$ cat src/rtl/pmul_operand_seq.sv
// -----------------------------------------------------------------------------
// pmul_operand_seq
//
// Word-serial operand sequencer sitting between the point-multiply register
// block and the 256-bit scalar-multiply core (crypto clock domain).
//
// A start pulse fetches k, Gx and Gy as eight 32-bit words each, assembles
// them into 256-bit operand buses, starts the core, waits for completion
// (with a timeout) and writes the 256-bit Rx/Ry result back one word per
// cycle. The ready/busy/done/timeout status is exported to the register block.
//
// Ports
//   crypto_clk, reset_i          clock, synchronous active-high reset
//   I_start                      one-cycle start request (ignored unless idle)
//   O_ready / O_busy             idle / not idle
//   O_done                       one-cycle completion pulse (FIN state)
//   O_timeout                    sticky abort flag, cleared by the next start
//   k_addr, gx_addr, gy_addr     operand word index during LOAD
//   I_k_word                     k word, same-cycle read data
//   I_gx_word, I_gy_word         Gx/Gy words, one-cycle read latency
//   O_core_start                 one-cycle core start pulse
//   O_k, O_gx, O_gy              assembled operands, word i at [32i+31:32i]
//   I_core_done                  core completion (level or pulse)
//   I_core_rx, I_core_ry         core result
//   rx_addr, ry_addr             writeback word index
//   rx_wren, ry_wren             writeback strobes
//   O_rx_word, O_ry_word         writeback data
//
// State  | meaning
// -------+-------------------------------------------------------------------
// IDLE   | waiting for I_start, O_ready high
// LOAD   | 9 cycles: addresses 0..7 then 7; k captured same cycle, Gx/Gy
//        | captured one cycle late
// RUN    | core started in first cycle; wait for done or timeout expiry
// WB     | 8 cycles: write captured Rx/Ry words 0..7
// FIN    | one cycle, O_done pulse
// -----------------------------------------------------------------------------
module pmul_operand_seq #(
    parameter int          pWORDS          = 8,
    parameter logic [23:0] pTIMEOUT_CYCLES = 24'hFFFFFF
) (
    input  logic         crypto_clk,
    input  logic         reset_i,

    input  logic         I_start,
    output logic         O_ready,
    output logic         O_busy,
    output logic         O_done,
    output logic         O_timeout,

    output logic [2:0]   k_addr,
    output logic [2:0]   gx_addr,
    output logic [2:0]   gy_addr,
    input  logic [31:0]  I_k_word,
    input  logic [31:0]  I_gx_word,
    input  logic [31:0]  I_gy_word,

    output logic         O_core_start,
    output logic [255:0] O_k,
    output logic [255:0] O_gx,
    output logic [255:0] O_gy,
    input  logic         I_core_done,
    input  logic [255:0] I_core_rx,
    input  logic [255:0] I_core_ry,

    output logic [2:0]   rx_addr,
    output logic [2:0]   ry_addr,
    output logic         rx_wren,
    output logic         ry_wren,
    output logic [31:0]  O_rx_word,
    output logic [31:0]  O_ry_word
);

    typedef enum logic [2:0] {
        IDLE = 3'd0,
        LOAD = 3'd1,
        RUN  = 3'd2,
        WB   = 3'd3,
        FIN  = 3'd4
    } state_t;

    localparam logic [2:0]  LAST_IDX  = 3'(pWORDS - 1);
    // LOAD runs one cycle past the last address to absorb the Gx/Gy latency.
    localparam logic [3:0]  LOAD_LAST = 4'(pWORDS);
    // The timeout is a down-counter: loaded with N-1 and expiring at zero
    // gives exactly N RUN cycles.
    localparam logic [23:0] TMO_LOAD  = pTIMEOUT_CYCLES - 24'd1;

    state_t         state_q, state_d;
    logic [3:0]     idx_q, idx_d;
    logic [23:0]    tmo_q, tmo_d;
    logic           timeout_q, timeout_d;
    logic [255:0]   k_q, k_d;
    logic [255:0]   gx_q, gx_d;
    logic [255:0]   gy_q, gy_d;
    logic [255:0]   rx_q, rx_d;
    logic [255:0]   ry_q, ry_d;

    logic [2:0]     ld_addr;
    logic [2:0]     cap_idx;

    // Address saturates at the last word during the extra LOAD cycle.
    assign ld_addr = idx_q[3] ? LAST_IDX : idx_q[2:0];
    // Gx/Gy data arriving now belongs to the previous cycle's address.
    assign cap_idx = idx_q[2:0] - 3'd1;

    assign O_k       = k_q;
    assign O_gx      = gx_q;
    assign O_gy      = gy_q;
    assign O_timeout = timeout_q;

    always_comb begin
        state_d      = state_q;
        idx_d        = idx_q;
        tmo_d        = tmo_q;
        timeout_d    = timeout_q;
        k_d          = k_q;
        gx_d         = gx_q;
        gy_d         = gy_q;
        rx_d         = rx_q;
        ry_d         = ry_q;

        O_ready      = 1'b0;
        O_busy       = 1'b1;
        O_done       = 1'b0;
        O_core_start = 1'b0;
        k_addr       = 3'd0;
        gx_addr      = 3'd0;
        gy_addr      = 3'd0;
        rx_addr      = 3'd0;
        ry_addr      = 3'd0;
        rx_wren      = 1'b0;
        ry_wren      = 1'b0;
        O_rx_word    = 32'd0;
        O_ry_word    = 32'd0;

        case (state_q)
            IDLE: begin
                O_ready = 1'b1;
                O_busy  = 1'b0;
                if (I_start) begin
                    state_d   = LOAD;
                    idx_d     = 4'd0;
                    timeout_d = 1'b0;
                end
            end

            LOAD: begin
                k_addr  = ld_addr;
                gx_addr = ld_addr;
                gy_addr = ld_addr;
                if (!idx_q[3]) begin
                    k_d[{idx_q[2:0], 5'd0} +: 32] = I_k_word;
                end
                if (idx_q != 4'd0) begin
                    gx_d[{cap_idx, 5'd0} +: 32] = I_gx_word;
                    gy_d[{cap_idx, 5'd0} +: 32] = I_gy_word;
                end
                if (idx_q == LOAD_LAST) begin
                    state_d = RUN;
                    idx_d   = 4'd0;
                    tmo_d   = TMO_LOAD;
                end else begin
                    idx_d = idx_q + 4'd1;
                end
            end

            RUN: begin
                // The counter only holds its load value in the first RUN cycle.
                O_core_start = (tmo_q == TMO_LOAD);
                if (I_core_done) begin
                    // Done takes priority over a coincident expiry.
                    rx_d    = I_core_rx;
                    ry_d    = I_core_ry;
                    state_d = WB;
                    idx_d   = 4'd0;
                end else if (tmo_q == 24'd0) begin
                    timeout_d = 1'b1;
                    state_d   = FIN;
                end else begin
                    tmo_d = tmo_q - 24'd1;
                end
            end

            WB: begin
                rx_wren   = 1'b1;
                ry_wren   = 1'b1;
                rx_addr   = idx_q[2:0];
                ry_addr   = idx_q[2:0];
                O_rx_word = rx_q[{idx_q[2:0], 5'd0} +: 32];
                O_ry_word = ry_q[{idx_q[2:0], 5'd0} +: 32];
                if (idx_q[2:0] == LAST_IDX) begin
                    state_d = FIN;
                    idx_d   = 4'd0;
                end else begin
                    idx_d = idx_q + 4'd1;
                end
            end

            FIN: begin
                O_done  = 1'b1;
                state_d = IDLE;
            end

            default: begin
                state_d = IDLE;
            end
        endcase
    end

    always_ff @(posedge crypto_clk) begin
        if (reset_i) begin
            state_q   <= IDLE;
            idx_q     <= 4'd0;
            tmo_q     <= 24'd0;
            timeout_q <= 1'b0;
            k_q       <= 256'd0;
            gx_q      <= 256'd0;
            gy_q      <= 256'd0;
            rx_q      <= 256'd0;
            ry_q      <= 256'd0;
        end else begin
            state_q   <= state_d;
            idx_q     <= idx_d;
            tmo_q     <= tmo_d;
            timeout_q <= timeout_d;
            k_q       <= k_d;
            gx_q      <= gx_d;
            gy_q      <= gy_d;
            rx_q      <= rx_d;
            ry_q      <= ry_d;
        end
    end

endmodule

$ cat config.mk
export PLATFORM = sky130hd
export DESIGN_NAME = pmul_operand_seq
export DESIGN_NICKNAME = d
export VERILOG_FILES = /design/src/rtl/pmul_operand_seq.sv
export SDC_FILE = /design/constraint.sdc
export NUM_CORES = 2
export LEC_CHECK = 0
export BUFFER_PORTS_ARGS = -buffer_cell sky130_fd_sc_hd__buf_2
export CAP_MARGIN = 20
export CORE_AREA = 2 2 568 570
export DETAILED_ROUTE_END_ITERATION = 8
export DIE_AREA = 0 0 570 572
export PLACE_DENSITY = 0.39
export SETUP_SLACK_MARGIN = 0.5
export SLEW_MARGIN = 40
export SYNTH_ARGS = -nofsm -noshare
export SYNTH_HDL_FRONTEND = slang
export SYNTH_SLANG_ARGS = --single-unit
$ cat constraint.sdc
create_clock -name crypto_clk -period 5.2 [get_ports crypto_clk]
set_input_delay 0.52 -clock crypto_clk [delete_from_list [all_inputs] [get_ports crypto_clk]]
set_output_delay 0.52 -clock crypto_clk [all_outputs]
set_load 0.01 [all_outputs]
* After elaboration in Yosys (flattened, before gate mapping)
Cells that the tools add are included.
** Storage, ports and cells
- Register bits after elaboration :: 1312
- Output and inout port bits :: 854
- Logic and storage cells :: 82
** Operators by class
- Add/subtract/negate cells :: 5
- Equal/unequal tests :: 15
- Shift operators :: 7
- Muxes and demuxes :: 32
- Bitwise gates (word level) :: 1
- Reduce and logical (&&, ||, !) cells :: 13
** Operator list (count)
- bitwise mux 256 bit :: 3
- variable part select 32 x 10 -> 256 bit :: 3
- variable shift 32 x 10 -> 256 bit (first input constant) :: 2
- variable part select 256 x 9 -> 32 bit :: 2
- two-way mux 24 bit :: 3
- two-way mux 32 bit :: 2
- case mux 24 bit (2 select lines) :: 1
- == test 24 bit (second input constant) :: 1
- zero test 24 bit :: 1
- two-way mux 3 bit :: 8
- subtractor 24 x 1 -> 24 bit (second input constant) :: 1
- negator 8 -> 10 bit :: 2
- two-way mux 4 bit :: 4
- case mux 4 bit (4 select lines) :: 1
- != test 2 bit (second input constant) :: 7
- case mux 3 bit (4 select lines) :: 1
- AND reduction 4 bit :: 3
- two-way mux 1 bit :: 8
- nonzero test 4 bit :: 2
- == test 3 x 2 -> 1 bit (second input constant) :: 2
- == test 3 bit (second input constant) :: 2
- AND reduction 2 bit :: 3
- adder 4 x 1 -> 4 bit (second input constant) :: 1
- == test 4 bit (second input constant) :: 1
- 8 further kinds :: 9

* Depth between registers and ports, before layout
- Word-level depth :: 4
- Mapped depth :: 15
- Depth with buffers taken out :: 8

* Worst setup path before layout
No wires, ideal clock.
- Path kind :: register to register
- Start :: register idx_q[1]
- End :: register gx_q[160], in the netlist O_gx[160]
- Setup time :: 0.070 ns
- Data arrival time :: 3.534 ns
- Data required time :: 5.130 ns
- Slack :: 1.595 ns
- Stages on the path, launching flop included :: 16
- Buffers on the path :: 7
- Period minus slack after synthesis :: 3.605 ns
- Path through :: dfxtp_1 > clkbuf_1 > clkbuf_1 > clkbuf_1 > inv_1 > ha_1 > ha_1 > clkbuf_1 > and3_1 > clkbuf_1 > nor4_2 > and2_1 > clkbuf_1 > buf_2 > nand3_1 > a21oi_1
** Between the ends
- Cells in the longest elaborated chain, start to end :: 4
- Elaborated cells on any way between the ends :: 7
- Those cells by class :: add/sub: 2; shift: 2; mux: 1; reduce/logical: 2
** RTL lines
- start: declaration :: line 90 : logic [3:0] idx_q, idx_d;
- start signal: assignment :: line 224 : idx_q <= idx_d;
- subtractor 3 x 1 -> 3 bit :: line 105 : assign cap_idx = idx_q[2:0] - 3'd1;
- negator 8 -> 10 bit :: line 156 : gx_d[{cap_idx, 5'd0} +: 32] = I_gx_word;
- variable part select 32 x 10 -> 256 bit or variable shift 32 x 10 -> 256 bit (tied branches) :: line 156
- bitwise mux 256 bit :: line 156
- end signal: assignment :: line 228 : gx_q <= gx_d;
- end: declaration :: line 94 : logic [255:0] gx_q, gx_d;
Several ways; a longest one is shown, not always the timed one.
A chain may end at the register's enable or synchronous reset.

* Final worst setup path
- Start :: register idx_q[1]
- End :: output port O_rx_word[30]
** Between the ends
- Cells in the longest elaborated chain, start to end :: 2
** RTL lines
- variable part select 256 x 9 -> 32 bit :: line 190 : O_rx_word = rx_q[{idx_q[2:0], 5'd0} +: 32];
- two-way mux 32 bit :: line 137 : case (state_q)
- end: declaration :: line 70 : output logic [31:0] O_rx_word,
No other way between the ends.

==> qor.txt <==
status: complete, no violations
FF+latch count, synth: 1,312
net switching power: 9788 µW
part of the power in combinational logic: 22.1%
clock tree from TritonCTS: yes
total setup buffers inserted after CTS: 0
per-cell via count in the routed design: 4.214
Clock Tree Root: clkbuf_16
number of instances in the synthesized netlist: 6,365
launch point of the worst reg-to-reg path: idx_q[0]
Reg2Reg Capture Point: O_gx[198]
mean cell area of the mapped netlist: 7.990 µm²
Post-Layout Inst Area: 72,970 µm²
total congestion overflow after global routing: 0
Internal Power: 19,590 µW
proportion of netlist area held by the largest area contributor: 51.65%
Total GRT Usage: 16.67%
synthesized area: 50,850 µm²
most frequent cell on the critical path: buf_4
instance area after placement: 62,250 µm²
maximum achievable frequency: 233.8 MHz
Initial Utilization: 15.90%
r2r setup slk: 1.52 ns
global-route wire length before repair: 392,000 µm
fraction of power consumed by the clock network: 40.0%
net count of the finished layout: 8,600
element type at the critical path start: flip-flop
x dimension of the die: 570 µm
final hold vios: 0
growth of design area from synthesis to finish: 43.48%
count of final max-slew check failures: 0
Setup Crit Path Kind: flip-flop to output port
fraction of final layout cells sized beyond drive strength 1: 24.74%
endpoint class of the critical path: output port
worst relative slew slack: 36.14%
commonest non-fill, non-tap cell in the layout: nand2_1
Setup-failing EPs final: 0
max capacitance violation total: 0
count of cells along the worst register-to-register path: 11
latest clock arrival within the worst-skew pair: 0.84 ns
clock slew seen by the registers of the worst setup and hold paths: 0.05 ns
number of clock sinks seen by CTS: 1,312
wire length after detailed routing: 287,300 µm
number of global-route vias before repair: 50.13k
most used cells in the layout excluding fill and tap cells: nand2_1, buf_2, a21oi_1
largest net degree at the start of global routing: 167
First DRT Iteration DRCs: 3,750
period utilisation layout: 82.24%
Worst Path Max Fanout: 45
largest clock skew in the final design: 0.04926 ns
Peak VDD IR: 0.4289 mV
final sum of negative setup slack: 0 ns
Buf/Inv on CP: 3
DR vias: 52.02k
relative contribution of sequential cells to total power: 37.9%
critical path's top delay family: buffers and inverters
Max H-tree Level: 4
Wirelength per Cell: 23.28 µm
CTS Buffer Depth: 4
yosys warns: 0
number of rows created at floorplan: 208
final antenna-violating net count: 0
die area: 326,000 µm²
sequential area share after synthesis: 51.65%
TritonCTS Buffers: 166
DPL Wire Length: 207,600 µm
final period demand of the worst path: 4.277 ns
IO Port Bufs: 1,465
initial antenna violation count: 61
I/O pin cnt: 1,466
setup repair after global routing missed its margin: no
longest individual stage delay on the worst path: 0.77 ns
data arrival time of the critical path: 3.76 ns
Req. time, crit path: 4.68 ns
worst setup path startpoint: idx_q[1]
gp weighted congestion: 0.8442
Switching Fraction: 33.31%
cells taking the most area after synthesis: dfxtp_1, nand2_1, a21oi_1
static leakage: 0.02725 µW
Hold Crit Depth: 3
terminating pin of the worst hold path: rx_q[219]
count of different cell masters after synthesis: 57
cell taking the most area after synthesis: dfxtp_1
worst min-delay path category: input pin to flip-flop
Least-Margin Pin Slew: 0.9579 ns
net count after synthesis: 6,990
PD cells: 402.7 nW/µm²
core area: 319,800 µm²
highest-delay cell along the critical path: buf_4
launch point of the worst hold path: I_core_rx[219]
die outline height: 572 µm
First-pass DRT Iterations: 5
DR DRC count: 0
cells along the critical path: buf_4, buf_4, mux4_2, nand2_1, a21oi_1, buf_2
-- per-stage QoR --
step	setup WS (ns)	hold slack, ns	util (%)	instances	power (µW)
after floorplan	1.595	0.4331	-	6365	14980
after global routing	0.8209	0.03073	22.80	12330	30750
after global placement	1.340	0.4376	19.37	11480	17520
after CTS	0.7382	0.001557	22.77	12300	29870
after detailed placement	1.501	0.4405	19.46	11490	17620
final	0.9235	0.07596	22.81	12340	29380
-- worst min-delay path, delay by kind of cell --
family / cells / cell delay [ns]
buffers and inverters: 1 / 0.10
AO/OA/AOI/OAI: 1 / 0.08
AND/OR/NAND/NOR: 1 / 0.13
-- power by group through the flow --
stage	Clock, µW	Combinational (µW)	Sequential (µW)
floorplan	0	3740	11200
global placement	0	6200	11300
detailed placement	0	6260	11400
CTS	12100	6600	11100
global route	12500	7040	11200
finish	11800	6480	11100
-- how the worst max path moves through the flow --
| stage | to | depth (start not counted) |
|---|---|---|
| after floorplan | O_gx[160] | 15 |
| after global placement | O_gy[229] | 11 |
| after detailed placement | O_gx[198] | 11 |
| after CTS | O_ry_word[0] | 6 |
| after global routing | O_ry_word[0] | 6 |
| final | O_rx_word[30] | 6 |
-- state kept, by name, summed over array words and instances (netlist names) --
| name | flops |
|---|---|
| O_gy | 256 |
| state_q | 3 |
| O_gx | 256 |
| tmo_q | 24 |
| O_timeout | 1 |
| O_k | 256 |
| ry_q | 256 |
| idx_q | 4 |
| rx_q | 256 |
-- synthesized netlist by cell type (all sizes together) --
master      n
nand2    2264
a21oi    1362
dfxtp    1312
clkbuf    512
nand3     454
mux4      128
buf       127
nor2       27
nor3       14
nor4       14
ha         13
o21ai      13
nand4      12
a311oi     11
a31oi      11
or3        11
inv        10
or4        10
nand2b      8
and2        7
nor3b       6
or2         5
a211oi      4
o31ai       4
and3        3
nand3b      3
a2111oi     2
and3b       2
or3b        2
xor2        2
a21o        1
a22oi       1
a2bb2oi     1
and4        1
nand4b      1
nor2b       1
nor4b       1
o211ai      1
o21a        1
o22ai       1
o41ai       1
or4b        1
-- area by class of cell --
class / count / area (µm²)
Fill cell: 35580 / 246900
Inverter: 10 / 38.79
Tap cell: 4200 / 5255
Antenna cell: 40 / 100.1
Clock buffer: 248 / 4895
Timing Repair Buffer: 2081 / 13750
Clock inverter: 48 / 536.8
Multi-Input combinational cell: 4404 / 22120
Sequential cell: 1312 / 26280
-- metal layers --
metal | share of wire (%) | vias up | routed length, µm | GRT usage, %
met2 | 48 | 1919 | 138100 | 28.70
met4 | 3.7 | 8 | 10600 | 5.668
met1 | 42 | 25220 | 120000 | 20.48
li1 | - | 24470 | - | -
met5 | 0.019 | - | 54 | 0
met3 | 6.5 | 399 | 18580 | 3.506
-- cell families (layout without fill, tap and decap cells) --
kind of cell	Yosys count	in the layout	share of synthesized area [%]
flops	1312	1312	51.65
xor+xnor	2	2	0.03445
fa+ha+maj	13	13	0.3199
mux	128	128	5.669
other cells	0	40	0
simple gates	2847	2847	22.81
buf+inv	649	2387	5.361
compound gates	1414	1414	14.16
-- what timing repair did --
action                                 in CTS  in global routing
hold buffers                              514                  0
endpoints found under the hold margin     567                  0
gates resized for setup                     0                  0
(Power assumes the default switching activity.)
